===== src/rtl/ram_read_streamer_pkg.sv =====
// Shared RAM geometry, read-sequencer state encoding and the address wrap
// helper used by both the read streamer and the write-side agent.
package ram_pkg;

  localparam int RAM_DATA_WIDTH = 2;
  localparam int RAM_ADDR_WIDTH = 4;
  localparam int RAM_DEPTH      = 10;
  localparam int RAM_LEN_WIDTH  = 4;

  typedef enum logic [1:0] {
    IDLE  = 2'd0,
    ISSUE = 2'd1,
    DRAIN = 2'd2
  } rd_state_t;

  // Wraps explicitly at the last valid location, since DEPTH need not be a power of two.
  function automatic logic [RAM_ADDR_WIDTH-1:0] next_addr(
    input logic [RAM_ADDR_WIDTH-1:0] addr,
    input logic [RAM_ADDR_WIDTH-1:0] last_addr
  );
    return (addr == last_addr) ? '0 : addr + RAM_ADDR_WIDTH'(1);
  endfunction

endpackage


===== src/rtl/ram_read_streamer_if.sv =====
// Burst request, RAM read port and output stream of the read streamer.
interface ram_read_streamer_if
  import ram_pkg::*;
#(
  parameter int DATA_WIDTH = RAM_DATA_WIDTH,
  parameter int ADDR_WIDTH = RAM_ADDR_WIDTH,
  parameter int LEN_WIDTH  = RAM_LEN_WIDTH
) ();

  logic                  START;
  logic [ADDR_WIDTH-1:0] BASE_ADDR;
  logic [LEN_WIDTH-1:0]  LEN;
  logic                  BUSY;
  logic                  DONE;
  logic                  EN_RD;
  logic [ADDR_WIDTH-1:0] ADDR_RD;
  logic [DATA_WIDTH-1:0] D_RD;
  logic [DATA_WIDTH-1:0] OUT_DATA;
  logic                  OUT_VALID;
  logic                  OUT_READY;
  logic                  OUT_LAST;

  modport master (
    input  START, BASE_ADDR, LEN, D_RD, OUT_READY,
    output BUSY, DONE, EN_RD, ADDR_RD, OUT_DATA, OUT_VALID, OUT_LAST
  );

  modport slave (
    output START, BASE_ADDR, LEN, D_RD, OUT_READY,
    input  BUSY, DONE, EN_RD, ADDR_RD, OUT_DATA, OUT_VALID, OUT_LAST
  );

endinterface


===== src/rtl/ram_read_streamer_fifo.sv =====
// Return buffer between the RAM read pipeline and the output stream;
// each entry carries a data word plus its end-of-burst flag.
module stream_skid_fifo #(
  parameter int DEPTH = 4,
  parameter int WIDTH = 3,
  parameter int CNT_W = $clog2(DEPTH + 1)
) (
  input  logic             CLK,
  input  logic             RST,
  input  logic             push,
  input  logic [WIDTH-1:0] push_data,
  input  logic             pop,
  output logic [WIDTH-1:0] pop_data,
  output logic [CNT_W-1:0] level,
  output logic             empty
);

  localparam int PTR_W = $clog2(DEPTH);
  localparam logic [PTR_W-1:0] PTR_LAST = PTR_W'(DEPTH - 1);

  logic [WIDTH-1:0] mem [DEPTH];
  logic [PTR_W-1:0] wr_ptr;
  logic [PTR_W-1:0] rd_ptr;
  logic [CNT_W-1:0] cnt;

  always_ff @(posedge CLK) begin
    if (RST) begin
      wr_ptr <= '0;
      rd_ptr <= '0;
      cnt    <= '0;
    end else begin
      if (push) wr_ptr <= (wr_ptr == PTR_LAST) ? '0 : wr_ptr + PTR_W'(1);
      if (pop)  rd_ptr <= (rd_ptr == PTR_LAST) ? '0 : rd_ptr + PTR_W'(1);
      cnt <= cnt + CNT_W'(push) - CNT_W'(pop);
    end
  end

  // Storage is not reset; the pointers alone define what is valid.
  always_ff @(posedge CLK) begin
    if (push) mem[wr_ptr] <= push_data;
  end

  assign pop_data = mem[rd_ptr];
  assign level    = cnt;
  assign empty    = (cnt == '0);

endmodule


===== src/rtl/ram_read_streamer.sv =====
// Burst reader for the dual-port RAM read port: issues sequential wrapped
// reads under buffer credit and streams the returned words out valid/ready.
//
//   state | meaning
//   IDLE  | waiting for an acceptable START
//   ISSUE | reads still to be issued, limited by free buffer credit
//   DRAIN | all reads issued, waiting for the final handshake
module ram_read_streamer
  import ram_pkg::*;
#(
  parameter int DATA_WIDTH = RAM_DATA_WIDTH,
  parameter int ADDR_WIDTH = RAM_ADDR_WIDTH,
  parameter int DEPTH      = RAM_DEPTH,
  parameter int LEN_WIDTH  = RAM_LEN_WIDTH,
  parameter int BUF_DEPTH  = 4
) (
  input logic                CLK,
  input logic                RST,
  ram_read_streamer_if.master bus
);

  localparam int CNT_W = $clog2(BUF_DEPTH + 1);
  localparam logic [ADDR_WIDTH-1:0] LAST_ADDR = ADDR_WIDTH'(DEPTH - 1);

  rd_state_t             state, state_nxt;
  logic [LEN_WIDTH-1:0]  issue_cnt, ret_cnt, issue_left;
  logic [ADDR_WIDTH-1:0] addr_nxt_q, addr_rd_q, issue_addr;
  logic                  en_rd_q, cap_q, last_p1_q, last_p2_q, done_q;
  logic                  accept, issue, hs, hs_final;
  logic                  fifo_empty;
  logic [CNT_W-1:0]      fifo_level;
  logic [DATA_WIDTH:0]   fifo_head;
  logic [CNT_W:0]        occupancy;

  // Credit covers words already buffered plus reads still in the RAM pipeline.
  assign occupancy  = (CNT_W+1)'(fifo_level) + (CNT_W+1)'(en_rd_q) + (CNT_W+1)'(cap_q);
  assign hs         = !fifo_empty && bus.OUT_READY;
  assign issue_addr = accept ? bus.BASE_ADDR : addr_nxt_q;
  assign issue_left = accept ? bus.LEN : issue_cnt;

  always_ff @(posedge CLK) begin
    if (RST) state <= IDLE;
    else     state <= state_nxt;
  end

  always_comb begin
    state_nxt = state;
    accept    = 1'b0;
    issue     = 1'b0;
    hs_final  = 1'b0;
    case (state)
      IDLE: begin
        if (bus.START && bus.LEN != '0 && bus.BASE_ADDR <= LAST_ADDR) begin
          accept    = 1'b1;
          issue     = 1'b1;
          state_nxt = ISSUE;
        end
      end
      ISSUE: begin
        if (issue_cnt == '0) begin
          state_nxt = DRAIN;
        end else if (occupancy < (CNT_W+1)'(BUF_DEPTH)) begin
          issue = 1'b1;
          if (issue_cnt == LEN_WIDTH'(1)) state_nxt = DRAIN;
        end
      end
      DRAIN: begin
        if (hs && ret_cnt == LEN_WIDTH'(1)) begin
          hs_final  = 1'b1;
          state_nxt = IDLE;
        end
      end
      default: state_nxt = IDLE;
    endcase
  end

  always_ff @(posedge CLK) begin
    if (RST) begin
      issue_cnt  <= '0;
      ret_cnt    <= '0;
      addr_nxt_q <= '0;
      addr_rd_q  <= '0;
      en_rd_q    <= 1'b0;
      cap_q      <= 1'b0;
      last_p1_q  <= 1'b0;
      last_p2_q  <= 1'b0;
      done_q     <= 1'b0;
    end else begin
      en_rd_q   <= issue;
      cap_q     <= en_rd_q;
      last_p1_q <= issue && (issue_left == LEN_WIDTH'(1));
      last_p2_q <= last_p1_q;
      done_q    <= hs_final;
      if (issue) begin
        addr_rd_q  <= issue_addr;
        addr_nxt_q <= next_addr(issue_addr, LAST_ADDR);
        issue_cnt  <= issue_left - LEN_WIDTH'(1);
      end
      if (accept)  ret_cnt <= bus.LEN;
      else if (hs) ret_cnt <= ret_cnt - LEN_WIDTH'(1);
    end
  end

  stream_skid_fifo #(
    .DEPTH (BUF_DEPTH),
    .WIDTH (DATA_WIDTH + 1),
    .CNT_W (CNT_W)
  ) u_fifo (
    .CLK       (CLK),
    .RST       (RST),
    .push      (cap_q),
    .push_data ({last_p2_q, bus.D_RD}),
    .pop       (hs),
    .pop_data  (fifo_head),
    .level     (fifo_level),
    .empty     (fifo_empty)
  );

  assign bus.BUSY      = (state != IDLE);
  assign bus.DONE      = done_q;
  assign bus.EN_RD     = en_rd_q;
  assign bus.ADDR_RD   = addr_rd_q;
  assign bus.OUT_VALID = !fifo_empty;
  assign bus.OUT_DATA  = fifo_empty ? '0 : fifo_head[DATA_WIDTH-1:0];
  assign bus.OUT_LAST  = !fifo_empty && fifo_head[DATA_WIDTH];

endmodule


===== src/flat_wrapper.sv =====
// flat-port wrapper written by rule: the top's interface ports become plain ports
module ram_read_streamer_flat import ram_pkg::*;
#(
  parameter int DATA_WIDTH = RAM_DATA_WIDTH,
  parameter int ADDR_WIDTH = RAM_ADDR_WIDTH,
  parameter int DEPTH      = RAM_DEPTH,
  parameter int LEN_WIDTH  = RAM_LEN_WIDTH,
  parameter int BUF_DEPTH  = 4
)
  (CLK, RST, bus_START, bus_BASE_ADDR, bus_LEN, bus_D_RD, bus_OUT_READY, bus_BUSY, bus_DONE, bus_EN_RD, bus_ADDR_RD, bus_OUT_DATA, bus_OUT_VALID, bus_OUT_LAST);
  ram_read_streamer_if #(.DATA_WIDTH(DATA_WIDTH), .ADDR_WIDTH(ADDR_WIDTH), .LEN_WIDTH(LEN_WIDTH)) bus_i ();
  input logic CLK;
  input logic RST;
  input wire logic [$bits(bus_i.START)-1:0] bus_START;
  input wire logic [$bits(bus_i.BASE_ADDR)-1:0] bus_BASE_ADDR;
  input wire logic [$bits(bus_i.LEN)-1:0] bus_LEN;
  input wire logic [$bits(bus_i.D_RD)-1:0] bus_D_RD;
  input wire logic [$bits(bus_i.OUT_READY)-1:0] bus_OUT_READY;
  output wire logic [$bits(bus_i.BUSY)-1:0] bus_BUSY;
  output wire logic [$bits(bus_i.DONE)-1:0] bus_DONE;
  output wire logic [$bits(bus_i.EN_RD)-1:0] bus_EN_RD;
  output wire logic [$bits(bus_i.ADDR_RD)-1:0] bus_ADDR_RD;
  output wire logic [$bits(bus_i.OUT_DATA)-1:0] bus_OUT_DATA;
  output wire logic [$bits(bus_i.OUT_VALID)-1:0] bus_OUT_VALID;
  output wire logic [$bits(bus_i.OUT_LAST)-1:0] bus_OUT_LAST;
  assign bus_i.START = bus_START;
  assign bus_i.BASE_ADDR = bus_BASE_ADDR;
  assign bus_i.LEN = bus_LEN;
  assign bus_i.D_RD = bus_D_RD;
  assign bus_i.OUT_READY = bus_OUT_READY;
  assign bus_BUSY = bus_i.BUSY;
  assign bus_DONE = bus_i.DONE;
  assign bus_EN_RD = bus_i.EN_RD;
  assign bus_ADDR_RD = bus_i.ADDR_RD;
  assign bus_OUT_DATA = bus_i.OUT_DATA;
  assign bus_OUT_VALID = bus_i.OUT_VALID;
  assign bus_OUT_LAST = bus_i.OUT_LAST;
  ram_read_streamer #(.DATA_WIDTH(DATA_WIDTH), .ADDR_WIDTH(ADDR_WIDTH), .DEPTH(DEPTH), .LEN_WIDTH(LEN_WIDTH), .BUF_DEPTH(BUF_DEPTH)) u_core (.CLK(CLK), .RST(RST), .bus(bus_i));
endmodule

===== config.mk =====
export PLATFORM = sky130hd
export DESIGN_NAME = ram_read_streamer_flat
export DESIGN_NICKNAME = d
export VERILOG_FILES = /design/src/rtl/ram_read_streamer_pkg.sv /design/src/rtl/ram_read_streamer_if.sv /design/src/rtl/ram_read_streamer_fifo.sv /design/src/rtl/ram_read_streamer.sv /design/src/flat_wrapper.sv
export SDC_FILE = /design/constraint.sdc
export NUM_CORES = 1
export LEC_CHECK = 0
export ABC_CLOCK_PERIOD_IN_PS = 2310
export CORE_MARGIN = 2
export CORE_UTILIZATION = 30
export CTS_BUF_LIST = sky130_fd_sc_hd__clkbuf_8
export DETAILED_ROUTE_END_ITERATION = 12
export GPL_ROUTABILITY_DRIVEN = 0
export PLACE_DENSITY = 0.55
export SYNTH_ARGS = -nofsm -noshare
export SYNTH_HDL_FRONTEND = slang
export SYNTH_HIERARCHICAL = 1
export SYNTH_SLANG_ARGS = --single-unit

===== constraint.sdc =====
create_clock -name CLK -period 2.31 [get_ports CLK]
set_input_delay 0.3465 -clock CLK [delete_from_list [all_inputs] [get_ports CLK]]
set_output_delay 0.3465 -clock CLK [all_outputs]
set_load 0.01 [all_outputs]

# Yosys cells after proc, flatten, opt, wreduce, memory -nomap -nowiden
# Memories as Yosys holds them, arrays and structs flattened. A register that Yosys moved wholly into a read port is not among the register bits.
# Cells that the tools add are included.
# totals
reg_bits	30
mem_bits_rw	12
input_bits	14
word_cells	77
n_memories	1
# classes
n_addsub	9
order_cmp	2
n_eq_ne	12
muxes	24
bitwise_logic	1
reduce_logical	15
# mem_list
name	depth	width	rd	rd_clocked_by_memory_dff	write_ports	line	rtl
u_core.u_fifo.mem	4	3	1	1	1	ram_read_streamer_fifo.sv:21	logic [WIDTH-1:0] mem [DEPTH];
# op_table
op	count
two-way mux 2 bit	10
two-way mux 4 bit	5
== test 4 x 1 -> 1 bit (second input constant)	3
subtractor 4 x 1 -> 4 bit (second input constant)	2
two-way mux 1 bit	7
== test 2 bit (second input constant)	3
logical AND 1 bit	6
inequality test 3 x 1 -> 1 bit (second input constant)	2
case mux 2 bit (3 select lines)	1
adder 2 x 1 -> 2 bit (second input constant)	2
adder 3 x 1 -> 4 bit	1
adder 4 x 1 -> 4 bit	1
adder 4 x 1 -> 4 bit (second input constant)	1
== test 4 bit (second input constant)	1
<= comparator 4 bit (second input constant)	1
zero test 4 bit	1
less-than comparator 4 x 3 -> 1 bit (second input constant)	1
inequality test 2 x 1 -> 1 bit (second input constant)	2
AND reduction 4 bit	1
nonzero test 2 bit	2
nonzero test 4 bit	1
adder 3 x 1 -> 3 bit	1
zero test 3 bit	1
subtractor 3 x 1 -> 3 bit	1
other kinds (6)	6

# Longest topological paths before layout
# depth
depth_word	8
depth_mapped	10
mapped_depth_nobuf	9

# Modules after synthesis
# The synthesis kept the hierarchy.
# modules_own_cells
module	n_inst	cells_per_inst	area_per_inst_um2	seq_area_each_um2
ram_read_streamer	1	155	1288.7	460.4
stream_skid_fifo	1	56	879.6	540.5

# Worst setup path before layout
# OpenSTA, ideal clock, no wires.
# synth_timing
path_type	input to register
from	input port bus_LEN[0]
to	register u_core.issue_cnt[2]
setup_time_ns	0.070
t_arrival_ns	2.091
t_required_ns	2.240
path_slack_ns	0.149
stages	10
cell_sequence	or4_4 > and3_1 > buf_6 > nand2_1 > a21boi_0 > ha_1 > o31ai_1 > mux2i_1 > a32oi_1 > a21oi_1
# synth_via
elab_chain_cells	7
word_cells_on_any_way	8
cone_classes	add/sub (1); mux (4); reduce/logical (3)
# synth_lines
item	line	rtl
start, declared	flat_wrapper.sv:16	input wire logic [$bits(bus_i.LEN)-1:0] bus_LEN;
nonzero test 4 bit	ram_read_streamer.sv:53	if (bus.START && bus.LEN != '0 && bus.BASE_ADDR <= LAST_ADDR) begin
logical AND 1 bit (2 in series)	ram_read_streamer.sv:53	
two-way mux 1 bit	ram_read_streamer.sv:53	
two-way mux 1 bit	ram_read_streamer.sv:51	case (state)
two-way mux 4 bit	ram_read_streamer.sv:39	assign issue_left = accept ? bus.LEN : issue_cnt;
subtractor 4 x 1 -> 4 bit	ram_read_streamer.sv:97	issue_cnt <= issue_left - LEN_WIDTH'(1);
end signal, assigned	ram_read_streamer.sv:97	
end, declared	ram_read_streamer.sv:26	logic [LEN_WIDTH-1:0] issue_cnt, ret_cnt, issue_left;
# Several ways; a longest one is shown, not always the timed one.
# A chain may end at the register's enable or synchronous reset.

# Final worst setup path
# Same ends and word-level chain as after synthesis.

==> flow_summary.html <==
<table>
<tr><th>Metric</th><th>Value</th></tr>
<tr><th colspan="2">Routing</th></tr>
<tr><td>Drt first pass iters</td><td>4</td></tr>
<tr><td>Count of vias placed by the detailed router</td><td>~1,600</td></tr>
<tr><td>Final routed wire length divided by cell count</td><td>roughly 12 um</td></tr>
<tr><td>Residual DRC count</td><td>0</td></tr>
<tr><td>Final routed wirelength across all metal layers</td><td>4.225 mm</td></tr>
<tr><td>Antenna Violating Nets Remaining</td><td>0</td></tr>
<tr><td>Starting DRT DRC Count</td><td>82</td></tr>
<tr><td>DR vias/cell</td><td>between 4 and 5</td></tr>
<tr><th colspan="2">Yosys</th></tr>
<tr><td>Post-Syn Instances</td><td>approximately 210</td></tr>
<tr><td>Fraction of synthesis flops using an asynchronous set or reset pin</td><td>0%</td></tr>
<tr><td>Xor/xnor cell area share of the yosys netlist</td><td>under 10%</td></tr>
<tr><td>Synth unique cells</td><td>52</td></tr>
<tr><td>Dominant synthesized flop cell</td><td>dfxtp_1</td></tr>
<tr><td>Post-Synth Simple-Gate Area</td><td>18.87%</td></tr>
<tr><td>Share of synthesized area occupied by flip-flops and latches</td><td>46.16%</td></tr>
<tr><td>Cell area after synthesis</td><td>about 2200 sq um</td></tr>
<tr><td>Number of enable flip-flop cells after synthesis</td><td>12</td></tr>
<tr><td>Average cell area after synthesis</td><td>~10 sq um</td></tr>
<tr><td>Synthesized netlist net count</td><td>around 240</td></tr>
<tr><td>Total number of yosys warnings</td><td>6</td></tr>
<tr><td>Main combinational cell family by area after synthesis</td><td>simple AND/OR/NAND/NOR gates</td></tr>
<tr><td>Compound-Gate Fraction of Synth Area</td><td>14.20%</td></tr>
<tr><td>Fraction of synthesized area in multiplexers</td><td>4.847%</td></tr>
<tr><td>Share of synthesized cell area in full adder, half adder and majority cells</td><td>7.848%</td></tr>
<tr><td>Flop and latch count out of synthesis</td><td>44</td></tr>
<tr><th colspan="2">GRT</th></tr>
<tr><td>Pin count of the biggest net entering global routing</td><td>31</td></tr>
<tr><td>Vias in the first global route</td><td>1,558</td></tr>
<tr><td>Wire length of the first global-routing pass</td><td>7.258 mm</td></tr>
<tr><td>Grt total ovfl</td><td>0</td></tr>
<tr><td>GRT Util Overall</td><td>between 10% and 20%</td></tr>
<tr><td>Number of antenna violations at the first check in global routing</td><td>0</td></tr>
<tr><th colspan="2">Layout</th></tr>
<tr><td>Number of nets in the finished design</td><td>280</td></tr>
<tr><td>Util after Layout</td><td>39.93%</td></tr>
<tr><td>P&amp;R area growth vs syn</td><td>27.18%</td></tr>
<tr><td>Number of fillers in the final layout</td><td>693</td></tr>
<tr><td>Share of post-route cells with drive strength above 1</td><td>approximately 15%</td></tr>
<tr><td>Final antenna diode count</td><td>0</td></tr>
<tr><th colspan="2">Worst setup path</th></tr>
<tr><td>Master of the slowest instance on the critical path</td><td>or4_4</td></tr>
<tr><td>Worst EP arrival</td><td>between 2 and 2.5 ns</td></tr>
<tr><td>Worst Path Max Fanout</td><td>3</td></tr>
<tr><td>CP required</td><td>approximately 2.5 ns</td></tr>
<tr><td>Crit start category</td><td>input port</td></tr>
<tr><td>Crit Path Class</td><td>input port to flip-flop</td></tr>
<tr><td>Cell breakdown of the critical path</td><td>clkdlybuf4s50_1, or4_4, and3_1, nand2_1, a21boi_4, ha_2, o31ai_1, mux2i_1, a32oi_1, a21oi_1</td></tr>
<tr><td>Worst path max stage delay</td><td>0.55 ns</td></tr>
<tr><td>Sort of element at the end of the critical path</td><td>flip-flop</td></tr>
<tr><th colspan="2">Die</th></tr>
<tr><td>Die footprint</td><td>a little under 8000 sq um</td></tr>
<tr><td>Floorplan die height</td><td>between 80 and 90 um</td></tr>
<tr><td>Initial Util</td><td>about a third</td></tr>
<tr><td>Top Ports</td><td>25</td></tr>
<tr><td>Die width</td><td>roughly 89 um</td></tr>
<tr><td>Number of rows in the core area</td><td>30</td></tr>
<tr><td>Core footprint</td><td>just under 7000 sq um</td></tr>
<tr><th colspan="2">Power</th></tr>
<tr><td>Static leakage</td><td>~1.0 nW</td></tr>
<tr><td>Max VDD drop</td><td>between 0.2 and 0.3 mV</td></tr>
<tr><td>Cell Pwr Density</td><td>roughly 830 nW/um^2</td></tr>
<tr><td>Power consumption</td><td>approximately 2.3 mW</td></tr>
<tr><th colspan="2">STA</th></tr>
<tr><td>Max Clk Rate</td><td>~460 MHz</td></tr>
<tr><td>Part of the cycle the worst path needs</td><td>between 90% and 100%</td></tr>
<tr><td>Crit path time final</td><td>approximately 2.2 ns</td></tr>
<tr><td>Final-report hold violation count</td><td>0</td></tr>
<tr><td># setup viols final</td><td>0</td></tr>
<tr><td>Number of max-slew violations in the final report</td><td>0</td></tr>
<tr><td>Fin Setup TNS</td><td>0 ns</td></tr>
<tr><td>RSZ-0062 raised after global routing</td><td>no</td></tr>
<tr><td>Remaining max-slew budget at the tightest pin</td><td>67.68%</td></tr>
<tr><td>Setup skew after layout</td><td>between 0.007 and 0.008 ns</td></tr>
<tr><td>Tightest Pin Transition</td><td>approximately 0.48 ns</td></tr>
<tr><th colspan="2">Hold path</th></tr>
<tr><td>Min-delay worst type</td><td>flip-flop to flip-flop</td></tr>
<tr><th colspan="2">Clocking</th></tr>
<tr><td>H-tree levels</td><td>2</td></tr>
<tr><td>CTS root buffer</td><td>clkbuf_8</td></tr>
<tr><td>Clock latency of the later-clocked register in the worst-skew pair</td><td>0.30 ns</td></tr>
<tr><td>Clock tree from TritonCTS</td><td>yes</td></tr>
<tr><td>Number of buffers created by CTS</td><td>5</td></tr>
<tr><td>Count of buffers added by post-CTS timing repair for setup</td><td>0</td></tr>
<tr><td>Clock net sink count</td><td>44</td></tr>
<tr><td>Bufs on Longest Clock Path</td><td>2</td></tr>
<tr><td>Clock-pin transition on the worst setup and hold timing paths</td><td>around 0.08 ns</td></tr>
<tr><th colspan="2">Status</th></tr>
<tr><td>Status</td><td>complete, no violations</td></tr>
<tr><th colspan="2">Placement</th></tr>
<tr><td>Number of buffers added on ports</td><td>24</td></tr>
<tr><td>HPWL reported at the end of detailed placement</td><td>~3.0 mm</td></tr>
<tr><th colspan="2">Run</th></tr>
<tr><td>Maximum capacitance violations</td><td>0</td></tr>
</table>
[final timing paths]
path         depth (start not counted)  slack [ns]                endpoint                   start
max                                 10        0.13     u_core/issue_cnt[2]              bus_LEN[0]
min                                  2        0.47   u_core/bus.ADDR_RD[0]   u_core/bus.ADDR_RD[0]
max reg2reg                          9        0.28  u_core/u_fifo/level[2]  u_core/u_fifo/level[1]
min reg2reg                          2        0.47   u_core/bus.ADDR_RD[0]   u_core/bus.ADDR_RD[0]
[cells in the mapped netlist (2+ instances only)]
cell type  instances  area, sq um
clkbuf_1           3        11.26
ha_1              12        150.1
nor2b_1           11        68.82
a311oi_1           6        52.55
or3b_1             2        17.52
a211oi_1           5        37.54
nand2_1           14        52.55
a21oi_1           13        65.06
nand2b_1           3        18.77
xnor2_1            5        43.79
mux2i_1            3        30.03
inv_1             14        52.55
nor3b_1            3        22.52
edfxtp_1          12        360.4
a21o_1             2        15.01
o21ai_0            7        35.03
nand3_1            4        20.02
o211ai_1           2        15.01
buf_2              5        25.02
a21boi_0           2        15.01
nor2_1            14        52.55
dfxtp_1           32        640.6
mux4_1             2        52.55
and2_1             5        31.28
nand3b_1           2        15.01
or3_1              2        12.51
[layout by cell type (no fill, tap or decap), types with 2 or more instances in the layout]
| cell type | instances |
|---|---|
| nor3b_1 | 3 |
| a211oi_1 | 5 |
| xnor2_1 | 5 |
| nor2b_1 | 11 |
| a21oi_1 | 13 |
| nand3_1 | 4 |
| mux2i_1 | 3 |
| mux4_1 | 2 |
| and2_1 | 5 |
| o21ai_0 | 7 |
| o211ai_1 | 2 |
| dfxtp_1 | 31 |
| or3b_1 | 2 |
| clkbuf_8 | 5 |
| nand3b_1 | 2 |
| a311oi_1 | 6 |
| nand2_1 | 14 |
| or3_1 | 2 |
| nand2b_1 | 3 |
| clkdlybuf4s50_1 | 24 |
| nor2_1 | 14 |
| edfxtp_1 | 12 |
| inv_1 | 14 |
| buf_4 | 20 |
| ha_1 | 11 |
| a21o_1 | 2 |
[cell type report]
type                       count  area [sq um]  share of cell area, %
multi-input combinational    144          1081                  39.20
sequential                    44          1002                  36.34
clock inverter                 3         42.54                  1.543
tap                           96         120.1                  4.356
timing repair buffer          44         390.4                  14.16
inverter                      14         52.55                  1.906
clock buffer                   5         68.82                  2.495
[layer usage]
metal | track usage, % | share of wire [%] | wire, um
met1 | 16.37 | 51 | 2139
met2 | 17.98 | 45 | 1913
met3 | 3.047 | 2.8 | 120
met4 | 3.664 | 1.2 | 51
met5 | 0 | 0 | 0
[metrics by stage]
step	setup slack [ns]	instance area, sq um	hold slack [ns]	std cells
2_1_floorplan	0.1490	2168	0.4089	211
5_1_grt	0.005311	2758	0.4773	350
3_5_place_dp	-0.2880	2631	0.4524	342
3_3_place_gp	-0.2567	2631	0.4396	342
4_1_cts	0.03924	2743	0.4705	350
6_report	0.1263	2758	0.4663	350
[critical path: cells and delay by family]
kind | cells | cell delay, ns
AO/OA/AOI/OAI | 4 | 0.48
adder cells (fa/ha/maj) | 1 | 0.20
buffers and inverters | 1 | 0.43
AND/OR/NAND/NOR | 3 | 0.84
multiplexers | 1 | 0.13
[cell families after synthesis]
family,after synthesis
flops,44
compound gates,46
buf+inv,23
fa+ha+maj,13
mux,6
simple gates,72
xor+xnor,7
[power by group]
group | internal, mW | switching [mW] | total, mW | leakage [nW]
Clock | 0.320 | 0.269 | 0.590 | 0.0541
Sequential | 0.885 | 0.0909 | 0.975 | 0.377
Combinational | 0.416 | 0.310 | 0.726 | 0.612
Total | 1.62 | 0.670 | 2.29 | 1.04
[state kept, by name (all words and copies together), names as in the netlist, named ones only]
| signal | flops |
|---|---|
| u_core/state | 2 |
| u_core/u_fifo/mem | 12 |
| u_core/ret_cnt | 4 |
| u_core/u_fifo/rd_ptr | 2 |
| u_core/bus.EN_RD | 1 |
| u_core/bus.DONE | 1 |
| u_core/addr_nxt_q | 4 |
| u_core/u_fifo/wr_ptr | 2 |
| u_core/issue_cnt | 4 |
| u_core/cap_q | 1 |
| u_core/last_p2_q | 1 |
| u_core/u_fifo/level | 3 |
| u_core/bus.ADDR_RD | 4 |
| u_core/last_p1_q | 1 |
[what timing repair did]
item | CTS | global route
setup endpoints to repair | 1 | 3
hold buffers | 0 | 0
gates resized for setup | 1 | 4
Power figures use the tool's default switching activity.
==> variant 1 (same flow settings) <==
Make the reset (`RST`) asynchronous in 3 clocked blocks.
--- a/src/rtl/ram_read_streamer_fifo.sv
+++ b/src/rtl/ram_read_streamer_fifo.sv
@@ -24,5 +24,5 @@
   logic [CNT_W-1:0] cnt;
 
-  always_ff @(posedge CLK) begin
+  always_ff @(posedge CLK or posedge RST) begin
     if (RST) begin
       wr_ptr <= '0;
--- a/src/rtl/ram_read_streamer.sv
+++ b/src/rtl/ram_read_streamer.sv
@@ -39,5 +39,5 @@
   assign issue_left = accept ? bus.LEN : issue_cnt;
 
-  always_ff @(posedge CLK) begin
+  always_ff @(posedge CLK or posedge RST) begin
     if (RST) state <= IDLE;
     else     state <= state_nxt;
@@ -75,5 +75,5 @@
   end
 
-  always_ff @(posedge CLK) begin
+  always_ff @(posedge CLK or posedge RST) begin
     if (RST) begin
       issue_cnt  <= '0;
Function: differs if RST is asserted again (counterexample within 4 cycles, from zero or initial values and one cycle with RST high); with RST held inactive, the same outputs for 10 cycles.
==> variant 1 against the unedited design <==
Hold slack worse by 150 ps. Critical endpoint is now bus_OUT_DATA[0]. Cell area increased by 5.2%. Sequential cell count fell by 2. Setup slack lost 18 ps. Synthesized area rose by 2.8%. Wire length is 8.6% higher. Count of clock-buffer cells in the layout is the same. Largest cell class is now flip-flops and latches.
Power is not compared: it rests on default switching activity, and its combinational part moved more than twofold at a synthesized area within 25%.
==> variant 1: results (changes against the unedited design) <==
| Metric | Value |
|---|---|
| Number of violations reported at the end of detailed-routing iteration 0 | `75 (-8.5%)` |
| CP top delay family | `multiplexers` |
| Via count of the routed design | `1700 (+6.3%)` |
| Met3 Resource Use GR | `0.03018 (-0.0002949)` |
| Sequential Area | `0.001112 mm2 (+11%)` |
| Met3 wire len | `191 um (+59%)` |
| Cell with the largest stage delay on the worst path | `sky130_fd_sc_hd__mux4_1` |
| Fraction of standard cell area in multi-input logic | `0.3611 (-0.03093)` |
| Final std cells w/o fill | `357 (+2.0%)` |
| Fraction of final layout cells sized beyond drive strength 1 | `0.1822 (+0.03650)` |
| Post-synth net total | `231 (-2.9%)` |
| Non-clock buffers, area share | `0.1527 (+0.01116)` |
| Nets | `284 (+1.4%)` |
| Largest cells by area after synthesis | `sky130_fd_sc_hd__dfrtp_1 34%, sky130_fd_sc_hd__edfxtp_1 16%, sky130_fd_sc_hd__ha_1 6.7%` |
| Number of fillers in the final layout | `736 (+6.2%)` |
| Cell types with the highest counts after synthesis | `30 x sky130_fd_sc_hd__dfrtp_1, 16 x sky130_fd_sc_hd__inv_1, 16 x sky130_fd_sc_hd__o21ai_0, 12 x sky130_fd_sc_hd__edfxtp_1, 12 x sky130_fd_sc_hd__ha_1` |
| Worst clock skew | `5.188 ps (-2.783 ps)` |
| Clock buffers and inverters, area share | `0.03926 (-0.001123)` |
| CP arrival | `1860 ps (-550 ps)` |
| Mux share of post-synthesis cell area | `0.05612 (+0.007646)` |
| Number of multi-input combinational cells in the layout | `141 (-2.1%)` |
| Worst hold-check path type | `in -> async` |
| Reg-to-reg critical path endpoint | `u_core/u_fifo/level[2]` |
| Setup crit end | `bus_OUT_DATA[0]` |
| Slew at the pin closest to its max-slew limit | `649.7 ps (+171.2 ps)` |
| Number of cells in the design after placement | `348 (+1.8%)` |
| Sequential element share of the synthesized area | `0.4983 (+0.03669)` |
| Reg2reg path depth | `10 (+1)` |
| Total routing resource utilization after global routing | `0.1189 (+0.001286)` |
| Routed wire length | `4590 um (+8.6%)` |
| Worst hold-check slack | `313.4 ps (-152.9 ps)` |
| Maximum net fanout on the critical path | `4 (+1)` |
| Result of the run | `finished, final reports clean` |
[variant 1: worst register-to-register path, stage by stage (launching register included)]
cell	delay, ps
sky130_fd_sc_hd__dfrtp_1	410
sky130_fd_sc_hd__nor3_2	220
sky130_fd_sc_hd__nand2b_1	150
sky130_fd_sc_hd__inv_1	70
sky130_fd_sc_hd__ha_1	290
sky130_fd_sc_hd__inv_1	60
sky130_fd_sc_hd__ha_1	130
sky130_fd_sc_hd__inv_1	50
sky130_fd_sc_hd__fa_1	380
sky130_fd_sc_hd__xnor2_1	190
sky130_fd_sc_hd__xnor2_1	140
[variant 1: what timing repair did]
| action | 4_1_cts | 5_1_grt |
|---|---|---|
| hold buffers | 0 | 0 |
| buffers inserted | 0 | 1 |
| pin swaps | 0 | 3 |
| endpoints found under the hold margin | 0 | 0 |
| gates resized for setup | 3 | 3 |
| setup endpoints to repair | 2 | 2 |
==> variant 2 (config.mk and constraints unchanged) <==
Made on the original files. `BUF_DEPTH` is set to 4 in 2 places; all go to 2.
--- a/src/rtl/ram_read_streamer.sv
+++ b/src/rtl/ram_read_streamer.sv
@@ -13,5 +13,5 @@
   parameter int DEPTH      = RAM_DEPTH,
   parameter int LEN_WIDTH  = RAM_LEN_WIDTH,
-  parameter int BUF_DEPTH  = 4
+  parameter int BUF_DEPTH  = 2
 ) (
   input logic                CLK,
--- a/src/flat_wrapper.sv
+++ b/src/flat_wrapper.sv
@@ -6,5 +6,5 @@
   parameter int DEPTH      = RAM_DEPTH,
   parameter int LEN_WIDTH  = RAM_LEN_WIDTH,
-  parameter int BUF_DEPTH  = 4
+  parameter int BUF_DEPTH  = 2
 )
   (CLK, RST, bus_START, bus_BASE_ADDR, bus_LEN, bus_D_RD, bus_OUT_READY, bus_BUSY, bus_DONE, bus_EN_RD, bus_ADDR_RD, bus_OUT_DATA, bus_OUT_VALID, bus_OUT_LAST);
Formal check against the unedited RTL: not equivalent (a bounded check fails within 4 cycles, from zero or initial values and one cycle with RST high).
==> variant 2 against the unedited design <==
Global-route usage increased by 0.61 points. Sequential cell count is 10 lower. Cell area is 22% lower. Wire length down 16%. Setup slack better by 190 ps. Power down 22%. Cell count is 20% lower. Synthesized area down 22%. Critical endpoint is now u_core/issue_cnt[3]. Largest power group unchanged.
==> variant 2: results (changes against the unedited design) <==
| Metric | Value |
|---|---|
| Result of the run | `finished, final reports clean` |
| Cell with the largest stage delay on the worst path | `sky130_fd_sc_hd__or3_1` |
| Final period utilization | `0.8612 (-0.08414)` |
| Cell types with the highest counts after synthesis | `28 x sky130_fd_sc_hd__dfxtp_1, 19 x sky130_fd_sc_hd__nor2_1, 12 x sky130_fd_sc_hd__a211oi_1, 10 x sky130_fd_sc_hd__inv_1, 10 x sky130_fd_sc_hd__nor2b_1` |
| Total cell area at the placement stage | `0.002042 mm2 (-22%)` |
| CP arrival | `2150 ps (-260 ps)` |
| Number of cells in the design after placement | `273 (-20%)` |
| Min-Delay Path Depth | `0 (-2)` |
| Clock network latency to the later pin of the worst-skew pair | `280 ps (-20 ps)` |
| Met1 track demand over resource in global routing | `0.1506 (-0.01307)` |
| Pin count of the biggest net entering global routing | `17 (-45%)` |
| Synthesized netlist cell count | `178 (-16%)` |
| Launching instance or port of the critical path | `u_core/cap_q` |
| Nets | `227 (-19%)` |
| Via count of the routed design | `1342 (-16%)` |
| Placed wire-length estimate | `2556 um (-15%)` |
| Area fraction in compound gates after synthesis | `0.1775 (+0.03556)` |
| Total leakage power | `0.7919 nW (-24%)` |
| Worst setup slack before clock tree synthesis | `155.3 ps (+443.3 ps)` |
| Flip-flop count of the largest register after layout | `6 (-6)` |
| Largest cells by area after synthesis | `sky130_fd_sc_hd__dfxtp_1 33%, sky130_fd_sc_hd__edfxtp_1 11%, sky130_fd_sc_hd__a211oi_1 5.3%` |
| Routed wire length | `3541 um (-16%)` |
| Fraction of final layout cells sized beyond drive strength 1 | `0.1053 (-0.04041)` |
| Sequential element share of the synthesized area | `0.4379 (-0.02376)` |
| Maximum net fanout on the critical path | `7 (+4)` |
| CP top delay family | `compound AO/OA/AOI/OAI gates` |
| Critical Setup Path Class | `reg -> reg` |
| Reg-to-reg critical path endpoint | `u_core/issue_cnt[3]` |
| Beginning of the worst hold path | `u_core/last_p2_q` |
| Total net switching power | `518.8 uW (-23%)` |
| Fin util | `0.3925 (-0.006728)` |
| Post-synth net total | `197 (-17%)` |
| Post-route met1 wirelength | `1691 um (-21%)` |
| Area of the core | `0.005473 mm2 (-21%)` |
| Met3 wire len | `137 um (+14%)` |
| Internal reg-to-reg setup slack | `320 ps (+40 ps)` |
| Global-route wire length before repair | `6009 um (-17%)` |
| Worst voltage drop across the vdd grid | `0.0003108 V (+17%)` |
variant 2: cell count changes after synthesis, moves of 3 or more:
cell	change
sky130_fd_sc_hd__nand2_1	-6
sky130_fd_sc_hd__and2_1	-3
sky130_fd_sc_hd__nand3_1	-3
sky130_fd_sc_hd__edfxtp_1	-6
sky130_fd_sc_hd__mux2_2	+3
sky130_fd_sc_hd__nor3b_1	-3
sky130_fd_sc_hd__a311oi_1	-4
sky130_fd_sc_hd__inv_1	-4
sky130_fd_sc_hd__a21oi_1	-6
sky130_fd_sc_hd__ha_1	-7
sky130_fd_sc_hd__dfxtp_1	-4
sky130_fd_sc_hd__xnor2_1	+3
sky130_fd_sc_hd__a211oi_1	+7
sky130_fd_sc_hd__nor2_1	+5
variant 2: cell type report:
type,instances,area share
multi-input combinational,124,0.4030
timing repair buffer,33,0.1433
inverter,10,0.01747
tap,72,0.04193
clock inverter,3,0.01747
sequential,34,0.3448
clock buffer,5,0.03203
